<file path="src/rtl/memory_arbiter_pkg.sv">
// Shared types for the two-master memory arbiter: FSM states and owner encoding.
package memory_arbiter_pkg;

  typedef enum logic [1:0] {
    IDLE   = 2'd0,
    ACCESS = 2'd1,
    RESP   = 2'd2
  } state_t;

  localparam logic OWNER0 = 1'b0;
  localparam logic OWNER1 = 1'b1;

endpackage

</file>
<file path="src/rtl/rr_pick2.sv">
// Combinational 2-way round-robin chooser; on a tie the master not served last wins.
module rr_pick2 (
  input  logic i_req0,
  input  logic i_req1,
  input  logic i_last,
  output logic o_valid,
  output logic o_winner
);

  assign o_valid  = i_req0 | i_req1;
  assign o_winner = (i_req0 && i_req1) ? ~i_last : i_req1;

endmodule

</file>
<file path="src/rtl/memory_arbiter.sv">
// Round-robin arbiter/sequencer serialising two masters' read/write commands
// onto a single-port synchronous memory (IDLE -> ACCESS -> RESP per command).
module memory_arbiter
  import memory_arbiter_pkg::*;
#(
  parameter int width    = 8,
  parameter int addrSize = 8,
  parameter int size     = 100
) (
  input  logic                i_clk,
  input  logic                i_rstN,
  input  logic                i_req0,
  input  logic                i_req1,
  input  logic                i_write0,
  input  logic                i_write1,
  input  logic [addrSize-1:0] i_addr0,
  input  logic [addrSize-1:0] i_addr1,
  input  logic [width-1:0]    i_wrData0,
  input  logic [width-1:0]    i_wrData1,
  output logic                o_gnt0,
  output logic                o_gnt1,
  output logic                o_done0,
  output logic                o_done1,
  output logic [width-1:0]    o_rdData0,
  output logic [width-1:0]    o_rdData1,
  output logic                o_busy,
  output logic                o_memWrite,
  output logic [addrSize-1:0] o_memAddr,
  output logic [width-1:0]    o_memWrData,
  input  logic [width-1:0]    i_memRdData
);

  state_t              r_state, w_next;
  logic                r_last, r_owner, r_cmdWrite;
  logic [addrSize-1:0] r_cmdAddr;
  logic [width-1:0]    r_cmdWrData;
  logic                r_gnt0, r_gnt1, r_done0, r_done1, r_busy;
  logic [width-1:0]    r_rdData0, r_rdData1;
  logic                w_valid, w_winner, w_take, w_inRange;
  logic [width-1:0]    w_rdVal;

  rr_pick2 u_pick (
    .i_req0  (i_req0),
    .i_req1  (i_req1),
    .i_last  (r_last),
    .o_valid (w_valid),
    .o_winner(w_winner)
  );

  assign w_take    = (r_state == IDLE) && w_valid;
  assign w_inRange = (32'(r_cmdAddr) < size);
  assign w_rdVal   = w_inRange ? i_memRdData : '0;

  always_ff @(posedge i_clk) begin
    if (!i_rstN) r_state <= IDLE;
    else         r_state <= w_next;
  end

  always_comb begin
    w_next = r_state;
    case (r_state)
      IDLE:    if (w_valid) w_next = ACCESS;
      ACCESS:  w_next = RESP;
      RESP:    w_next = IDLE;
      default: w_next = IDLE;
    endcase
  end

  always_ff @(posedge i_clk) begin
    if (!i_rstN) begin
      r_last      <= OWNER1;
      r_owner     <= OWNER0;
      r_cmdWrite  <= 1'b0;
      r_cmdAddr   <= '0;
      r_cmdWrData <= '0;
      r_gnt0      <= 1'b0;
      r_gnt1      <= 1'b0;
      r_done0     <= 1'b0;
      r_done1     <= 1'b0;
      r_busy      <= 1'b0;
      r_rdData0   <= '0;
      r_rdData1   <= '0;
    end else begin
      r_gnt0  <= w_take && (w_winner == OWNER0);
      r_gnt1  <= w_take && (w_winner == OWNER1);
      r_done0 <= (r_state == RESP) && (r_owner == OWNER0);
      r_done1 <= (r_state == RESP) && (r_owner == OWNER1);
      r_busy  <= (w_next != IDLE);
      if (w_take) begin
        r_last      <= w_winner;
        r_owner     <= w_winner;
        r_cmdWrite  <= (w_winner == OWNER1) ? i_write1  : i_write0;
        r_cmdAddr   <= (w_winner == OWNER1) ? i_addr1   : i_addr0;
        r_cmdWrData <= (w_winner == OWNER1) ? i_wrData1 : i_wrData0;
      end
      if ((r_state == RESP) && !r_cmdWrite) begin
        if (r_owner == OWNER1) r_rdData1 <= w_rdVal;
        else                   r_rdData0 <= w_rdVal;
      end
    end
  end

  // Gated by rstN so a reset landing in ACCESS cancels the write at that same edge.
  assign o_memWrite  = i_rstN && (r_state == ACCESS) && r_cmdWrite && w_inRange;
  assign o_memAddr   = r_cmdAddr;
  assign o_memWrData = r_cmdWrData;
  assign o_gnt0      = r_gnt0;
  assign o_gnt1      = r_gnt1;
  assign o_done0     = r_done0;
  assign o_done1     = r_done1;
  assign o_busy      = r_busy;
  assign o_rdData0   = r_rdData0;
  assign o_rdData1   = r_rdData1;

endmodule

</file>
<file path="config.mk">
export PLATFORM = sky130hd
export DESIGN_NAME = memory_arbiter
export DESIGN_NICKNAME = d
export VERILOG_FILES = /design/src/rtl/memory_arbiter_pkg.sv /design/src/rtl/rr_pick2.sv /design/src/rtl/memory_arbiter.sv
export SDC_FILE = /design/constraint.sdc
export NUM_CORES = 1
export LEC_CHECK = 0
export BUFFER_PORTS_ARGS = -buffer_cell sky130_fd_sc_hd__buf_2
export CAP_MARGIN = 40
export CORE_MARGIN = 2
export CORE_UTILIZATION = 45
export DETAILED_ROUTE_END_ITERATION = 7
export GPL_TIMING_DRIVEN = 0
export PLACE_DENSITY_LB_ADDON = 0.12
export SYNTH_ARGS = -nofsm -noshare
export SYNTH_HDL_FRONTEND = slang
export SYNTH_SLANG_ARGS = --single-unit
</file>
<file path="constraint.sdc">
create_clock -name i_clk -period 1.7 [get_ports i_clk]
set_clock_uncertainty 0.2 [all_clocks]
set_input_delay 0.34 -clock i_clk [delete_from_list [all_inputs] [get_ports i_clk]]
set_output_delay 0.34 -clock i_clk [all_outputs]
set_load 0.02 [all_outputs]
</file>
# Word-level counts from Yosys, hierarchy flattened
# Cells that the tools add are included.
# classes
reduce_logical	15
muxes	7
bitwise_logic	4
magnitude_cmp	1
eq_ne	2
# ops
cell	n
8-bit two-way mux	3
1-bit logical AND	10
8-bit by 7-bit < comparator with 1-bit output, second input constant	1
2-bit one-hot mux with 2 select lines	1
2-bit AND reduction	2
1-bit NOT	3
2-bit by 1-bit equality test with 1-bit output, second input constant	1
2-bit equality test, second input constant	1
2-bit logical NOT	1
1-bit two-way mux	2
2-bit two-way mux	1
2-bit nonzero test	1
1-bit logical NOT	1
1-bit bitwise OR	1
# word_totals
ff_bits	42
word_cells	42
output_inout_bits	38
inputBits	46

# Logic depth before layout (Yosys ltp)
# Gate-level depths: netlist of run 1.
# logic_depth
word_depth	4
mapped_depth	5
depth_no_buf	3

# Modules after synthesis
# Synthesis of run 1 repeated with hierarchy kept, for this count alone.
# unflattened
cells_unflattened	181
hier_area_um2	1742.9
# by_module_without_submodules
mod	n_inst	area_per_inst_um2	cells_per_inst	seq_area_each_um2
memory_arbiter	1	1729.2	179	840.8
rr_pick2	1	13.8	2	0.0

# Worst setup path after synthesis of run 1
# OpenSTA, ideal clock, no wires.
# synth_path
path_type	flip-flop to output port
startpoint	reg r_cmdAddr[2], in the netlist o_memAddr[2]
endpoint	out o_memWrite
path_slack_ns	-0.276
arrival_ns	1.436
required_time_ns	1.160
path_stages_with_launch	6
n_path_buf	2
path_cell_list	dfxtp_1 -> o311ai_0 -> nand2b_1 -> clkbuf_1 -> buf_2 -> nor2_1
# synth_via
elab_chain_len	2
# synth_lines
element	line_no	source
from (decl)	memory_arbiter.sv:35	logic [addrSize-1:0] r_cmdAddr;
from (signal assigned)	memory_arbiter.sv:93	r_cmdAddr <= (w_winner == OWNER1) ? i_addr1 : i_addr0;
8-bit by 7-bit < comparator with 1-bit output	memory_arbiter.sv:51	assign w_inRange = (32'(r_cmdAddr) < size);
1-bit logical AND	memory_arbiter.sv:104	assign o_memWrite = i_rstN && (r_state == ACCESS) && r_cmdWrite && w_inRange;
to (decl)	memory_arbiter.sv:27	output logic o_memWrite,
# Every way passes these cells.

# Worst setup path in the final report of run 1
# layout_path
startpoint	reg r_cmdAddr[4], in the netlist o_memAddr[4]
endpoint	out o_memWrite
# Same word-level chain as after synthesis.

==> results of run 1 <==
[metal layers]
layer | global-route usage (%) | up-vias
met3 | 6.30 | 6
met5 | 0 | -
met2 | 42.0 | 100
li1 | - | 949
met4 | 8.16 | 0
met1 | 28.2 | 889
[final timing paths]
path	end	slack (ns)	depth (start not counted)
max	o_memWrite	-0.21	5
min	o_rdData0[3]$_SDFFE_PN0P_	0.10	3
max reg2reg	o_rdData0[5]$_SDFFE_PN0P_	0.07	4
min reg2reg	o_done0$_SDFF_PN0_	0.26	1
[worst max-delay path: cells and delay by family (launching register included)]
| family | cells | cell delay [ns] |
|---|---|---|
| buffers and inverters | 2 | 0.27 |
| AND/OR/NAND/NOR | 2 | 0.22 |
| AO/OA/AOI/OAI | 1 | 0.26 |
| flip-flops | 1 | 0.34 |
[timing repair]
item,4_1_cts,5_1_grt
buffers inserted,3,1
hold buffers,0,0
gates resized for setup,12,17
setup endpoints to repair,20,25
pin swaps,2,2
[layout by cell type, fill, tap and decap left out, types with 3 or more instances in the layout]
cell,instances
a31oi_1,17
buf_2,81
buf_4,4
buf_6,3
clkbuf_1,11
clkbuf_2,7
clkbuf_8,6
dfxtp_1,35
dfxtp_2,7
nand2_1,18
nand3_1,34
nand4_1,17
o21ai_0,19
o22ai_1,8
o31ai_1,6
[stage by stage]
step	setup WS, ns	util, %	hold slack [ns]	std cells	power, uW
detailed placement	-0.211	60.2	0.256	336	1510
floorplan	0.0110	-	0.242	207	1350
global route	-0.298	65.3	0.0978	345	2420
CTS	-0.308	64.7	0.0934	346	2320
global placement	-0.133	60.2	0.251	336	1510
finish	-0.208	65.3	0.101	345	2310
[sequential cells by signal (all words and copies together), names as in the netlist, 2 cells and up]
name and count:
o_memAddr 8, o_rdData0 8, o_memWrData 8, o_rdData1 8
r_state 2
[power by group through the flow]
stage	Sequential, uW	Combinational [uW]	Clock [uW]
final	1090	440	788
after global routing	1090	481	844
after detailed placement	1100	413	0
after global placement	1100	409	0
after floorplan	1160	194	0
after CTS	1080	436	804
[logic make-up after synthesis]
family                 count (synthesis)
AND/OR/NAND/NOR                       84
flip-flops                            42
AO/OA/AOI/OAI                         55
buffers and inverters                 26
[cell type report]
type / instances / area [sq um] / share of cell area, %
Buffer: 23 / 123 / 5.09
Clock buffer: 6 / 82.6 / 3.43
Clock inverter: 1 / 30.0 / 1.25
Inverter: 1 / 3.75 / 0.156
Multi-Input combinational cell: 139 / 820 / 34.0
Sequential cell: 42 / 850 / 35.3
Tap cell: 48 / 60.1 / 2.49
Timing Repair Buffer: 85 / 442 / 18.3
==> metrics.txt, run 1 <==
CTS sink cnt 42; Switching Share 27.1%; worst setup margin -0.208 ns; Yosys top cell by area dfxtp_1; area grow syn2layout 38.5%; largest fanout on the critical path 3; CP max stage delay ~0.34 ns; adder-cell area share of the yosys netlist 0%; Buffers on Ports 81; Clock Latency Late Sink 0.29 ns; max cap viols 0; post-DR wirelength/cell 14.4 microns; mapped cell area 1740 sq um; HP Class in -> reg; setup violators final 1; multiplexer share of the synthesized area 0%; crit path capture type output pin; worst vdd ir 0.550 mV; top layer in use met4; first-pass GRT wire length 8040 microns; fin crit share 112%; register bit total from synthesis 42; top post-synthesis cells by count 42 x dfxtp_1, 34 x nand3_1, 20 x clkbuf_1; CTS Buf Count 5; Post-Synth Simple-Gate Area between 20 and 30%; Slew Limit Fails 0; Inserted Diodes 0; Synth area leaders dfxtp_1 48%, nand3_1 9.8%, a31oi_1 6.1%; routed length on met3 443 microns; combinational share of power 19.0%; failing checks setup timing; Highest Clock Rate approximately 0.52 GHz; CTS tree done; Ports 84; RR Startpoint r_state[1]$_SDFF_PN0_; number of synthesized flops with an enable pin 0; detail-routed via count per cell roughly 5.6; dpl cell area 2220 sq um; Ys Warns 0; drt pass-1 iters 4; Leak 0.00106 uW; DRC violations left 0; HPWL after DPL 3550 microns; drt total wl 4950 microns; core area roughly 3700 sq um; post-synthesis cell type count 28; chip width about 66 microns; # nets final 343; DRT iter0 DRCs ~120; grt ovf 0; met2 WL between 2000 and 2500 microns; Site Rows 22; actual slew at the worst max-slew pin 0.460 ns; status finished, violations left; Mapped Cells roughly 210; largest family of logic cells by synthesized area simple AND/OR/NAND/NOR gates; vias 1944; RSZ-0062 raised after global routing true; post-detailed-route count of antenna-violating nets 0; max_slew headroom 69.4%; Top FF cell, synth dfxtp_1; Worst-path clk slew 0.08 ns; final setup TNS -0.208 ns; Synth top area share around 48%; Internal Power between 1500 and 2000 uW; effective utilization at floorplan 47.2%; Final Hold Fails 0; Power Density 961 nW/um^2; Critical Path Start Type flop; post-route cell area 2410 sq um; Worst Setup SP o_memAddr[4]$_SDFFE_PN0P_; layout cells sized above 1 approximately 40%; Clock power frac 34.0%; NetSw 628 uW; pin count of the biggest net entering global routing 13; Bufs on Longest Clock Path 2; crit-path cells o311ai_2 -> nand2b_1 -> buf_8 -> nor2_4 -> buf_6; Post-Synth XOR/XNOR Area 0%; complex-gate fraction of the synthesized area slightly below 20%; clock tree root buffer cell clkbuf_8; Crit-path slowest cell dfxtp_2; H-tree depth 2; Reg power frac between 40 and 50%; Seq/Total Area, Yosys 48.3%; syn_nets 253; # fillers 348; Met1 Wirelength approximately 2000 microns; CP Class reg -> out; syn avg cell area 8.41 sq um; die height 66.2 microns; Post-synth ARST share 0%; vias in the first global route 1824; min-delay src i_memRdData[3]; post-route minimum period 1.91 ns; initial antenna violation count 0; Total GRT Usage 24.0%; Die ar. between 4000 and 5000 sq um; GPL Wtd Cong ~0.72; CP Data Arrival Time 1.37 ns; required time worst endpoint 1.16 ns; most frequent cell after synthesis dfxtp_1
No activity file was read; power rests on OpenSTA's default activity.
==> run 2: changes to the inputs <==
--- a/config.mk
+++ b/config.mk
@@ -7,8 +7,10 @@
 export LEC_CHECK = 0
 export BUFFER_PORTS_ARGS = -buffer_cell sky130_fd_sc_hd__buf_2
 export CAP_MARGIN = 40
+export CELL_PAD_IN_SITES_DETAIL_PLACEMENT = 0
+export CELL_PAD_IN_SITES_GLOBAL_PLACEMENT = 2
 export CORE_MARGIN = 2
-export CORE_UTILIZATION = 45
+export CORE_UTILIZATION = 24
 export DETAILED_ROUTE_END_ITERATION = 7
 export GPL_TIMING_DRIVEN = 0
 export PLACE_DENSITY_LB_ADDON = 0.12
==> run 2 against run 1 <==
  * The run still ends with setup timing left
  * Non-clock buffer count shrank 1
  * Die area is 81% higher
  * Maximum frequency increased by 0.26%
  * Worst setup slack better by 0.0050 ns
  * Largest cell class unchanged
  * Sequential cell count unchanged
  * Final cell count is 14% higher
  * Routed wire length rose by 19%
  * Sequential power about the same
  * Cell area rose by 1.1%
==> metrics.txt, run 2 (synthesis gave the netlist of run 1 again) <==
detail-routed via count per cell a little under 5; failing checks setup timing; CTS sink cnt 42; CTS Buf Count 5; vias in the first global route 1896; effective utilization at floorplan between 20% and 30%; Inserted Diodes 0; Ports between 80 and 90; Critical R2R Capture o_rdData0[6]$_SDFFE_PN0P_; final core occ 34.2%; worst setup margin -0.203 ns; vias 1912; min-delay src i_memRdData[4]; pin count of the biggest net entering global routing 12; Leak 0.00104 uW; Post-CTS Hold Buffers 0; Final Hold Fails 0; CP bufs+invs 2; post-route minimum period 1.90 ns; layout cells sized above 1 around 39%; commonest non-fill, non-tap cell in the layout buf_2; core area 7140 sq um; r2r worst-path depth 4; worst vdd ir 0.276 mV; r2r setup slk 0.06 ns; Placed Cells 387; Clock Latency Late Sink 0.29 ns; largest fanout on the critical path 2; post-detailed-route count of antenna-violating nets 0; H-tree depth 2; CTS tree done; CP top delay family flip-flops; Worst Hold Path Cells 3; post-route cell area 2440 sq um; Total Power 2190 uW; DRC violations left 0; Highest Clock Rate 0.526 GHz; Die ar. 7950 sq um; clock tree root buffer cell clkbuf_8; max cap viols 0; HP Class in -> reg; crit path capture type output pin; die height 89.2 microns; setup violators final 1; DRT iter0 DRCs 67; CP Data Arrival Time approximately 1.4 ns; required time worst endpoint ~1.2 ns; RR Startpoint r_cmdWrite$_SDFFE_PN0P_; fin crit share 112%; final setup TNS -0.203 ns; first-pass GRT wire length 9330 microns; Buffers on Ports 81; Site Rows 31; post-DR wirelength/cell 15.0 microns; Power Density ~900 nW/um^2; Bufs on Longest Clock Path 2; grt ovf 0; Worst-path clk slew about 0.080 ns; hold path endpoint o_rdData0[4]$_SDFFE_PN0P_; Total GRT Usage 15.3%; drt pass-1 iters 4; RSZ-0062 raised after global routing true; CP max stage delay between 0.3 and 0.4 ns; most frequent cells in the layout 80 x buf_2, 36 x dfxtp_1, 34 x nand3_1, 19 x o21ai_0, 18 x nand2_1; Crit-path slowest cell dfxtp_2; crit-path cells o311ai_2 -> nand2b_1 -> buf_8 -> nor2_4 -> buf_6; status finished, violations left; actual slew at the worst max-slew pin 0.527 ns; chip width 89.2 microns; Final Non-Filler Cells approximately 390; Slew Limit Fails 0; initial antenna violation count 0; # nets final 342; dpl cell area 2280 sq um; max_slew headroom 64.9%; GPL Wtd Cong between 0.7 and 0.8; Critical Path Start Type flop; drt total wl a little under 6000 microns; CP Class reg -> out; HPWL after DPL 4360 microns; Worst Setup SP o_memAddr[4]$_SDFFE_PN0P_; area grow syn2layout 40.0%
## run 2: cell types whose count changed in the layout (fill, tap and decap cells not counted), sizes merged
cell | before | now
clkbuf | 24 | 23
bufinv | 1 | 0
## run 2: area by class of cell
type / count / area [sq um]
repair buffers: 85 / 442
inverters: 1 / 3.75
fillers: 812 / 4700
plain buffers: 22 / 120
well taps: 99 / 124
multi-input cells: 139 / 817
clock buffers: 6 / 82.6
flip-flops and latches: 42 / 848
## run 2: through the flow
stage	hold WS [ns]	setup WS [ns]
after floorplan	0.242	0.0110
after global placement	0.253	-0.215
after detailed placement	0.255	-0.268
after CTS	0.101	-0.307
after global routing	0.104	-0.294
final	0.104	-0.203
## run 2: worst min-delay path, stage by stage
cell and delay (ns):
buf_2 0.11, nand2_1 0.05, o31ai_1 0.05
## run 2: layer usage
layer	routed length, microns	track usage, %	vias to the layer above
met3	326	4.06	7
met4	73	4.21	0
met5	0	0	-
met2	2910	25.7	52
met1	2610	19.4	909
li1	-	-	944
## run 2: worst max path at each step
stage / to / slack, ns / cells after the start
after floorplan: o_memWrite / 0.01 / 5
after global placement: o_memWrData[5]$_SDFFE_PN0P_ / -0.22 / 4
after detailed placement: o_memWrData[7]$_SDFFE_PN0P_ / -0.27 / 4
after CTS: o_memWrite / -0.31 / 6
after global routing: o_memWrite / -0.29 / 5
final: o_memWrite / -0.20 / 5
## run 2: repair_timing
action / 4_1_cts / 5_1_grt
setup buffers: 3 / 1
setup endpoints to repair: 20 / 27
pin swaps: 1 / 1
gates resized for setup: 14 / 12
## run 2: where the power goes
part | internal, uW | total (uW) | switching [uW] | leakage, uW
clock network | 314 | 649 | 335 | 0.0000431
registers | 1050 | 1090 | 40.3 | 0.000345
logic | 170 | 451 | 281 | 0.000651
total | 1530 | 2190 | 656 | 0.00104
